File: src/rtl/hyperbus_arb_pkg.sv
// Shared types for the two-port HyperBus arbiter: FSM state encoding,
// the port index type and the round-robin pointer reset value.
package hyperbus_arb_pkg;

  typedef enum logic [3:0] {
    ST_IDLE  = 4'b0001,
    ST_XFER  = 4'b0010,
    ST_DRAIN = 4'b0100,
    ST_ERROR = 4'b1000
  } arb_state_t;

  typedef logic port_idx_t;

  // Pointer starts at port 1 so that port 0 wins the first contention.
  localparam port_idx_t PTR_RST = 1'b1;

endpackage

File: src/rtl/hyperbus_rr_arb.sv
// Combinational 2-way round-robin picker; the last-grant pointer is held
// by the caller.
module hyperbus_rr_arb
  import hyperbus_arb_pkg::*;
(
  input  logic [1:0] req,
  input  port_idx_t  last,
  output logic [1:0] gnt
);

  always_comb begin
    gnt = 2'b00;
    if (req[0] && (!req[1] || last == 1'b1)) gnt = 2'b01;
    else if (req[1])                         gnt = 2'b10;
  end

endmodule

File: src/rtl/hyperbus_arbiter.sv
// Two-port round-robin arbiter and burst sequencer for the hyperbus controller.
// Optional XFER watchdog enabled by defining HYPERBUS_ARB_TIMEOUT_EN.
module hyperbus_arbiter
  import hyperbus_arb_pkg::*;
#(
  parameter  int WIDTH         = 8,
  parameter  int ADDR_LENGTH   = 32,
  parameter  int BURST_WIDTH   = 4,
  parameter  int TIMEOUT_COUNT = 64,
  localparam int DW            = 2*WIDTH,
  localparam int MW            = (2*WIDTH/8)+1
) (
  input  logic                   clk,
  input  logic                   rst,
  input  logic                   m0_req,
  input  logic                   m0_we,
  input  logic                   m0_reg_space,
  input  logic [ADDR_LENGTH-1:0] m0_adr,
  input  logic [BURST_WIDTH-1:0] m0_len,
  input  logic [DW-1:0]          m0_wdat,
  input  logic [MW-1:0]          m0_wmask,
  output logic                   m0_wready,
  output logic [DW-1:0]          m0_rdat,
  output logic                   m0_rvalid,
  output logic                   m0_gnt,
  output logic                   m0_done,
  output logic                   m0_err,
  input  logic                   m1_req,
  input  logic                   m1_we,
  input  logic                   m1_reg_space,
  input  logic [ADDR_LENGTH-1:0] m1_adr,
  input  logic [BURST_WIDTH-1:0] m1_len,
  input  logic [DW-1:0]          m1_wdat,
  input  logic [MW-1:0]          m1_wmask,
  output logic                   m1_wready,
  output logic [DW-1:0]          m1_rdat,
  output logic                   m1_rvalid,
  output logic                   m1_gnt,
  output logic                   m1_done,
  output logic                   m1_err,
  output logic [ADDR_LENGTH-1:0] hb_adr_o,
  output logic [DW-1:0]          hb_dat_o,
  output logic [MW-1:0]          hb_mask_o,
  output logic                   hb_reg_space_o,
  output logic                   hb_wrq_o,
  output logic                   hb_rrq_o,
  input  logic [DW-1:0]          hb_dat_i,
  input  logic                   hb_ready_i,
  input  logic                   hb_valid_i,
  input  logic                   hb_busy_i,
  input  logic                   hb_error_i,
  output logic                   err_o
);

  if (TIMEOUT_COUNT < 2) begin : g_bad_cfg
    $error("hyperbus_arbiter: TIMEOUT_COUNT must be at least 2");
  end

  arb_state_t             state;
  port_idx_t              owner;
  port_idx_t              last_gnt;
  logic [1:0]             gnt_q;
  logic [1:0]             done_q;
  logic [1:0]             err_q;
  logic                   we_q;
  logic [BURST_WIDTH-1:0] cnt;
  logic [1:0]             pick;
  logic                   in_xfer;
  logic                   word;
  logic                   timeout;
  logic                   abort_q;
  logic                   sel_we;
  logic                   sel_reg;
  logic [ADDR_LENGTH-1:0] sel_adr;
  logic [BURST_WIDTH-1:0] sel_len;

  hyperbus_rr_arb u_rr (
    .req  ({m1_req, m0_req}),
    .last (last_gnt),
    .gnt  (pick)
  );

  assign sel_we  = pick[1] ? m1_we        : m0_we;
  assign sel_reg = pick[1] ? m1_reg_space : m0_reg_space;
  assign sel_adr = pick[1] ? m1_adr       : m0_adr;
  assign sel_len = pick[1] ? m1_len       : m0_len;

  assign in_xfer = (state == ST_XFER);
  assign word    = in_xfer && (we_q ? hb_ready_i : hb_valid_i);

  // Strobes are gated by XFER so words beyond the burst never reach a port.
  assign m0_wready = hb_ready_i & gnt_q[0] & in_xfer &  we_q;
  assign m1_wready = hb_ready_i & gnt_q[1] & in_xfer &  we_q;
  assign m0_rvalid = hb_valid_i & gnt_q[0] & in_xfer & ~we_q;
  assign m1_rvalid = hb_valid_i & gnt_q[1] & in_xfer & ~we_q;
  assign m0_rdat   = hb_dat_i;
  assign m1_rdat   = hb_dat_i;
  assign m0_gnt    = gnt_q[0];
  assign m1_gnt    = gnt_q[1];
  assign m0_done   = done_q[0];
  assign m1_done   = done_q[1];
  assign m0_err    = err_q[0];
  assign m1_err    = err_q[1];

  always_comb begin
    hb_dat_o  = '0;
    hb_mask_o = '0;
    if (gnt_q[0]) begin
      hb_dat_o  = m0_wdat;
      hb_mask_o = m0_wmask;
    end else if (gnt_q[1]) begin
      hb_dat_o  = m1_wdat;
      hb_mask_o = m1_wmask;
    end
  end

`ifdef HYPERBUS_ARB_TIMEOUT_EN
  localparam int WD_W = $clog2(TIMEOUT_COUNT + 1);
  logic [WD_W-1:0] wdog;

  // Fires on the TIMEOUT_COUNT-th consecutive XFER cycle without a word.
  assign timeout = in_xfer && !word && (wdog == WD_W'(TIMEOUT_COUNT - 1));

  always_ff @(posedge clk or posedge rst) begin
    if (rst) begin
      wdog    <= '0;
      abort_q <= 1'b0;
    end else begin
      if (!in_xfer || word) wdog <= '0;
      else                  wdog <= wdog + WD_W'(1);
      if (timeout)                abort_q <= 1'b1;
      else if (state == ST_IDLE)  abort_q <= 1'b0;
    end
  end
`else
  assign timeout = 1'b0;
  assign abort_q = 1'b0;
`endif

  always_ff @(posedge clk or posedge rst) begin
    if (rst) begin
      state          <= ST_IDLE;
      owner          <= 1'b0;
      last_gnt       <= PTR_RST;
      gnt_q          <= 2'b00;
      done_q         <= 2'b00;
      err_q          <= 2'b00;
      we_q           <= 1'b0;
      cnt            <= '0;
      hb_adr_o       <= '0;
      hb_reg_space_o <= 1'b0;
      hb_wrq_o       <= 1'b0;
      hb_rrq_o       <= 1'b0;
      err_o          <= 1'b0;
    end else begin
      done_q <= 2'b00;
      err_q  <= 2'b00;
      if (hb_error_i && state != ST_ERROR) begin
        hb_wrq_o <= 1'b0;
        hb_rrq_o <= 1'b0;
        gnt_q    <= 2'b00;
        err_o    <= 1'b1;
        state    <= ST_ERROR;
        if (state == ST_XFER || state == ST_DRAIN) begin
          done_q[owner] <= 1'b1;
          err_q[owner]  <= 1'b1;
        end
      end else begin
        unique case (state)
          ST_IDLE: if (|pick) begin
            owner          <= pick[1];
            gnt_q          <= pick;
            we_q           <= sel_we;
            hb_reg_space_o <= sel_reg;
            hb_adr_o       <= sel_adr;
            cnt            <= sel_len;
            hb_wrq_o       <= sel_we;
            hb_rrq_o       <= !sel_we;
            state          <= ST_XFER;
          end
          ST_XFER: if (word) begin
            if (cnt == '0) begin
              hb_wrq_o <= 1'b0;
              hb_rrq_o <= 1'b0;
              state    <= ST_DRAIN;
            end else begin
              cnt <= cnt - BURST_WIDTH'(1);
            end
          end else if (timeout) begin
            hb_wrq_o <= 1'b0;
            hb_rrq_o <= 1'b0;
            state    <= ST_DRAIN;
          end
          ST_DRAIN: if (!hb_busy_i) begin
            done_q[owner] <= 1'b1;
            err_q[owner]  <= abort_q;
            gnt_q         <= 2'b00;
            last_gnt      <= owner;
            state         <= ST_IDLE;
          end
          ST_ERROR: begin
          end
          default: state <= ST_IDLE;
        endcase
      end
    end
  end

endmodule

File: config.mk
export PLATFORM = sky130hd
export DESIGN_NAME = hyperbus_arbiter
export DESIGN_NICKNAME = d
export VERILOG_FILES = /design/src/rtl/hyperbus_arb_pkg.sv /design/src/rtl/hyperbus_rr_arb.sv /design/src/rtl/hyperbus_arbiter.sv
export SDC_FILE = /design/constraint.sdc
export NUM_CORES = 1
export LEC_CHECK = 0
export BUFFER_PORTS_ARGS = -buffer_cell sky130_fd_sc_hd__buf_2
export CORE_AREA = 2 2 91 93
export CTS_CLUSTER_DIAMETER = 50
export DETAILED_ROUTE_END_ITERATION = 8
export DIE_AREA = 0 0 93 95
export HOLD_SLACK_MARGIN = 0.15
export PLACE_DENSITY = 0.77
export SETUP_SLACK_MARGIN = 0.15
export SKIP_CTS_REPAIR_TIMING = 1
export SLEW_MARGIN = 25
export SYNTH_ARGS = -nofsm -noshare
export SYNTH_HDL_FRONTEND = slang
export SYNTH_SLANG_ARGS = --single-unit
File: constraint.sdc
create_clock -name clk -period 2.26 [get_ports clk]
set_input_delay 0.339 -clock clk [delete_from_list [all_inputs] [get_ports clk]]
set_output_delay 0.339 -clock clk [all_outputs]
set_load 0.005 [all_outputs]
==> impl_results.md, run 1 <==
* Synth Warn # at 0
* Initial detailed-routing violation count at 94
* Min Hold Slack at 0.289 ns
* Synth Area in XOR/XNOR at 0.282%
* Drt pass-1 iters at 4
* Final setup margin at 0.243 ns
* Total CTS buffers at 5
* Status: finished clean
* GRT overflow at 0
* RePlAce Congestion at 0.929
* Critical setup path kind: reg2reg
* Pins over their slew limit at 0
* Max Buffers Root-to-Sink at 2
* Synth Area in Compound Gates at 17.8%
* GRT Total Usage at 18.3%
* Int Power at 2.21 mW
* Psw at 1.14 mW
* Hpwl dp at 6620 µm
* Syn_nets at 469
* Pwr per Cell Area at 813 nW/µm²
* Die ar. at 8840 µm²
* Clock power share at 20.0%
* Sequential area share after synthesis at 42.7%
* Root buf cell: clkbuf_8
* Unrepaired setup endpoints after global routing: no
* Top Ports at 235
* Worst path buffer plus inverter count at 1
* Critical Path End Type: flop
* Gate Count Post-Synth at 330
* CP max FO at 10
* Pre-CTS setup slack at 0.218 ns
* Clock-pin slew on the worst setup and hold paths at 0.11 ns
* Slowest CP cell: or3b_1
* CP top delay family: compound AO/OA/AOI/OAI gates
* VDD IR max at 0.333 mV
* Largest family of logic cells by synthesized area: compound AO/OA/AOI/OAI gates
* Area of the mapped netlist at 3110 µm²
* Largest net degree at the start of global routing at 69
* Die height at 95 µm
* Tmin final at 2.02 ns
* Initial Util at 39.2%
* Placed insts at 578
* Hold_sp: m0_adr[18]
* Site Rows at 33
* Setup violations, final at 0
* Fillcell total at 781
* DR vias/cell at 4.97
* Mux contribution to synthesized area at 13.3%
* Worst-Margin Slew at 0.675 ns
* Hold crit path type: in2reg
* Crit. Startpoint: state[0]$_DFFE_PP1P_
* Switching portion of total power at 33.9%
* Initial antenna violation count at 1
* Total core area at 7930 µm²
* Synth Register Bits at 53
* Worst EP required at 2.51 ns
* Vias at 2,941
* Post-Synth Adder-Cell Area at 0.402%
* Layout cells sized above 1 at 45.5%
* Yosys cell types at 43
* Comb pwr share at 38.4%
* Final Net Count at 624
* Max incr delay on CP at 0.43 ns
* H-Tree Level Count at 2
* Endpoints failing hold at 0
* Utilization after layout at 52.0%
* Worst path cell trace: buf_4 > or3b_1 > o21a_1 > a211o_2 > nor3_1 > a211o_1
* Worst setup SP type: flop
* ANT nets after route at 0
* Worst r2r src: state[0]$_DFFE_PP1P_
* Wire length per cell at 14.7 µm
* Clock sinks at 53
* Critical Path AT at 2.27 ns
* Max Fclk at 496 MHz
* Layout Cells excl Fill at 592
* Max cap viols at 0
* Fin crit share at 89.3%
* Share of power burned in registers at 41.7%
* EDFF count, synth at 0
* # DRC at 0
* Latest clock arrival within the worst-skew pair at 0.31 ns
* First-pass GRT wire length at 12,700 µm
* Post-Synth Simple-Gate Area at 13.1%
* Vias in the first global route at 2,742
* Final wirelength at 8680 µm
* Die X at 93 µm
* Asr flop ratio synth at 100%
* Leakage Power at 2.27 nW
* Syn avg cell area at 9.42 µm²
* IO buf count at 186
* Clk_skew at 0.00990 ns
* Synth Flop Type: dfrtp_1
* Area Overhead vs Synth at 32.6%
* CTS tree: built
* Max-slew headroom at 54.9%
==> flip-flops by register name, summed over array words and instances, names as in the netlist, 2 cells and up <==
name      cells
cnt           4
done_q        2
err_q         2
gnt_q         2
hb_adr_o     32
state         4
==> layout by cell type (no fill, tap or decap), drive strengths merged, types with 3 or more instances in the layout <==
cell,synthesis,layout
a21oi,7,7
a22o,19,19
buf,44,199
clkbuf,9,7
dfrtp,51,51
inv,8,8
mux2,3,3
mux2i,38,38
nand2,45,45
nand2b,6,6
nor2,15,15
nor3,6,6
o21ai,44,44
o22a,3,3
==> synthesized netlist by cell type, types with 2 or more instances <==
| master | count | area share, % |
|---|---|---|
| a211o_1 | 2 | 0.56 |
| a211oi_1 | 2 | 0.48 |
| a21oi_1 | 7 | 1.1 |
| a22o_1 | 19 | 5.4 |
| a31oi_1 | 2 | 0.40 |
| buf_2 | 9 | 1.4 |
| buf_4 | 32 | 7.7 |
| buf_6 | 3 | 1.1 |
| clkbuf_1 | 8 | 0.97 |
| dfrtp_1 | 51 | 41 |
| dfstp_2 | 2 | 1.7 |
| inv_1 | 8 | 0.97 |
| mux2_2 | 3 | 1.1 |
| mux2i_1 | 38 | 12 |
| nand2_1 | 45 | 5.4 |
| nand2b_1 | 6 | 1.2 |
| nor2_1 | 15 | 1.8 |
| nor3_1 | 6 | 0.97 |
| nor3b_1 | 2 | 0.48 |
| nor4_1 | 2 | 0.40 |
| o21ai_0 | 25 | 4.0 |
| o21ai_1 | 19 | 3.1 |
| o22a_1 | 3 | 0.85 |
| or3_1 | 2 | 0.40 |
==> area by class of cell <==
cell class	count	area, µm²	area share, %
diodes	1	2.50	0.0607
clock buffers	6	72.6	1.76
clock inverters	2	38.8	0.941
inverters	8	30.0	0.728
multi-input cells	216	1430	34.7
flip-flops and latches	53	1330	32.2
well taps	105	131	3.19
repair buffers	201	1090	26.4
==> path summary, 6_finish.rpt <==
| path | depth (start not counted) | to | slack [ns] |
|---|---|---|---|
| max | 6 | cnt[0]$_DFFE_PP0P_ | 0.24 |
| min | 3 | hb_adr_o[18]$_DFFE_PP0P_ | 0.29 |
| max reg2reg | 6 | cnt[0]$_DFFE_PP0P_ | 0.24 |
| min reg2reg | 2 | hb_adr_o[7]$_DFFE_PP0P_ | 0.49 |
| max in group asynchronous | 4 | hb_adr_o[13]$_DFFE_PP0P_ | 1.11 |
| min in group asynchronous | 3 | hb_adr_o[8]$_DFFE_PP0P_ | 0.59 |
==> metrics by stage <==
step | TNS, ns | total power [mW] | area [µm²]
floorplan | 0 | 2.12 | 3110
finish | 0 | 3.35 | 4120
global placement | 0 | 2.65 | 3940
CTS | -0.584 | 3.36 | 4050
detailed placement | 0 | 2.70 | 3940
global route | 0 | 3.61 | 4120
==> layer usage <==
metal / GRT usage (%) / share of wire (%)
met3: 6.62 / 9.8
met1: 19.2 / 38
met4: 6.25 / 1.9
met2: 33.9 / 50
met5: 0 / 0
==> power by group through the flow <==
stage               sequential, mW  clock, mW  combinational [mW]
floorplan                     1.40          0               0.714
global placement              1.40          0                1.26
detailed placement            1.40          0                1.30
CTS                           1.39      0.677                1.29
global route                  1.43      0.722                1.46
finish                        1.40      0.669                1.29
==> logic make-up (layout without fill, tap and decap cells) <==
kind of cell / count (synthesis) / in the layout
DFF: 53 / 53
other: 0 / 1
and+or+nand+nor: 87 / 87
xor gates and xnor gates: 1 / 1
muxes: 41 / 41
adders and majority gates: 1 / 1
buffers and inverters: 61 / 217
AOI/OAI and AO/OA: 86 / 86
==> worst register-to-register path, cell delays in order, from the launching register on <==
cell and delay, ns:
dfstp_2 0.38, buf_4 0.16, or3b_1 0.43, o21a_1 0.24
a211o_2 0.40, nor3_1 0.23, a211o_1 0.12
No activity file was read; power rests on OpenSTA's default activity.
==> inputs of run 2 (changes only) <==
CORE_AREA = 2 2 104 81   (was 2 2 91 93)
DIE_AREA = 0 0 106 83   (was 0 0 93 95)
==> run 2 against run 1 <==
  * Worst setup slack worse by 0.0071 ns
  * Via count down 1.6%
  * Hold slack gained 0.027 ns
  * Global-route usage is 0.81 points higher
  * Register-to-register slack about the same
  * Total power down 3.5%
  * Non-clock buffer count increased by 1
  * Critical endpoint is now cnt[3]$_DFFE_PP0P_
  * Highest routed layer unchanged
==> impl_results.md, run 2 (synthesized netlist as in run 1, its figures left out) <==
* Pwr Total at 3.23 mW
* Clock sinks at 53
* Worst setup SP type: flop
* RePlAce Congestion at 0.851
* ANT nets after route at 0
* Wire length per cell at 14.6 µm
* GRT Total Usage at 19.1%
* Latest clock arrival within the worst-skew pair at 0.29 ns
* Die ar. at 8800 µm²
* Site Rows at 28
* Worst path cell trace: buf_4 > or3b_1 > o21a_2 > a211o_4 > o21ai_0 > o21ai_0
* CTS tree: built
* Root buf cell: clkbuf_8
* Initial antenna violation count at 0
* Slowest CP cell: or3b_1
* Die X at 106 µm
* Worst-Margin Slew at 0.385 ns
* Status: finished clean
* Placed inst area at 3960 µm²
* Pins over their slew limit at 0
* Top Ports at 235
* Highest-count cells in the layout ignoring fill and taps: buf_2, dfrtp_1, nand2_1, mux2i_1, o21ai_0
* Final wirelength at 8650 µm
* Vias in the first global route at 2,894
* DR vias/cell at 4.89
* Fin crit share at 89.6%
* Setup violations, final at 0
* Worst EP required at 2.43 ns
* # DRC at 0
* Antenna cells at 0
* Unrepaired setup endpoints after global routing: yes
* Pwr per Cell Area at 781 nW/µm²
* Sum Neg Setup Slack at 0 ns
* Initial detailed-routing violation count at 113
* Max-slew headroom at 74.3%
* First-pass GRT wire length at 14,100 µm
* Most common cell after layout, fill and taps aside: buf_2
* Tmin final at 2.02 ns
* Biggest regs: hb_adr_o: 32 flops, cnt: 4 flops, state: 4 flops
* Largest net degree at the start of global routing at 69
* Final Net Count at 625
* Max Fclk at 494 MHz
* Path depth of the worst reg2reg path at 6
* Layout Cells excl Fill at 592
* Initial Util at 40.2%
* Worst path most repeated cell: o21ai_0
* Placed insts at 579
* Worst Hold Depth at 3
* Biggest register: hb_adr_o
* GRT overflow at 0
* Worst reg-to-reg setup slack at 0.24 ns
* Vias at 2,895
* Clock-pin slew on the worst setup and hold paths at 0.09 ns
* Reg2reg end: cnt[3]$_DFFE_PP0P_
* Max reg flops at 32
* VDD IR max at 0.386 mV
* Clk_skew at 0.00805 ns
* Endpoints failing hold at 0
* Critical Path AT at 2.19 ns
* Hold crit path type: in2reg
* Worst r2r src: state[0]$_DFFE_PP1P_
* Drt pass-1 iters at 4
* Worst min-delay path endpoint: hb_adr_o[17]$_DFFE_PP0P_
* Max Buffers Root-to-Sink at 2
* Max incr delay on CP at 0.42 ns
* Final instance area at 4140 µm²
* Fillcell total at 746
* Hpwl dp at 6600 µm
* IO buf count at 186
* Critical Path End Type: flop
* H-Tree Level Count at 2
* Critical setup path kind: reg2reg
* CP max FO at 9
* Leakage Power at 2.27 nW
* Total core area at 7740 µm²
* Total CTS buffers at 5
* Max cap viols at 0
* Layout cells sized above 1 at 46.0%
* Die height at 83 µm
* Area Overhead vs Synth at 33.1%
* Hold_sp: m0_adr[17]
run 2: changes by cell type in the layout (fill, tap and decap cells not counted), sizes merged:
cell	before	now
buf	199	200
bufinv	1	0
clkinv	1	0
clkinvlp	0	2
diode	1	0
run 2: stage by stage:
stage / utilization [%] / setup WS, ns / hold WS (ns)
after global routing: 53.5 / 0.143 / 0.306
after floorplan: - / 0.314 / 0.445
final: 53.5 / 0.236 / 0.316
after detailed placement: 51.1 / 0.153 / 0.425
after CTS: 52.2 / -0.0677 / 0.0932
after global placement: 51.1 / 0.213 / 0.410
run 2: critical path, delay by kind of cell, from the launching register on:
kind	cells	cell delay, ns
AOI/OAI and AO/OA	4	0.91
buffers and inverters	1	0.16
DFF	1	0.41
and+or+nand+nor	1	0.42
run 2: layout make-up:
| type | count | area [µm²] | share of cell area, % |
|---|---|---|---|
| clock inverter | 2 | 15.0 | 0.363 |
| tap | 105 | 131 | 3.17 |
| inverter | 8 | 30.0 | 0.726 |
| sequential | 53 | 1330 | 32.1 |
| clock buffer | 6 | 72.6 | 1.75 |
| multi-input combinational | 216 | 1450 | 35.0 |
| timing repair buffer | 202 | 1110 | 26.9 |
run 2: power by group:
part | internal (mW) | switching (mW) | leakage, nW
combinational | 0.677 | 0.654 | 1.56
sequential | 1.21 | 0.169 | 0.666
clock | 0.219 | 0.303 | 0.0374
run 2: worst max-delay path by stage:
stage | endpoint | from | slack (ns) | cells after the start
finish | cnt[3]$_DFFE_PP0P_ | state[0]$_DFFE_PP1P_ | 0.24 | 6
global route | m0_rvalid | state[3]$_DFFE_PP0P_ | 0.14 | 6
CTS | hb_mask_o[0] | gnt_q[1]$_DFFE_PP0P_ | -0.07 | 4
floorplan | hb_adr_o[17]$_DFFE_PP0P_ | state[0]$_DFFE_PP1P_ | 0.31 | 7
detailed placement | hb_adr_o[31]$_DFFE_PP0P_ | state[0]$_DFFE_PP1P_ | 0.15 | 5
global placement | hb_adr_o[4]$_DFFE_PP0P_ | state[0]$_DFFE_PP1P_ | 0.21 | 5
run 2: routing by layer:
| layer | global-route usage (%) | wire [µm] | up-vias | part of all wire, % |
|---|---|---|---|---|
| li1 | - | - | 1438 | - |
| met1 | 25.2 | 3860 | 1379 | 45 |
| met2 | 32.1 | 4330 | 72 | 50 |
| met3 | 4.40 | 384 | 6 | 4.4 |
| met4 | 4.19 | 82 | 0 | 0.95 |
| met5 | 0 | 0 | - | 0 |
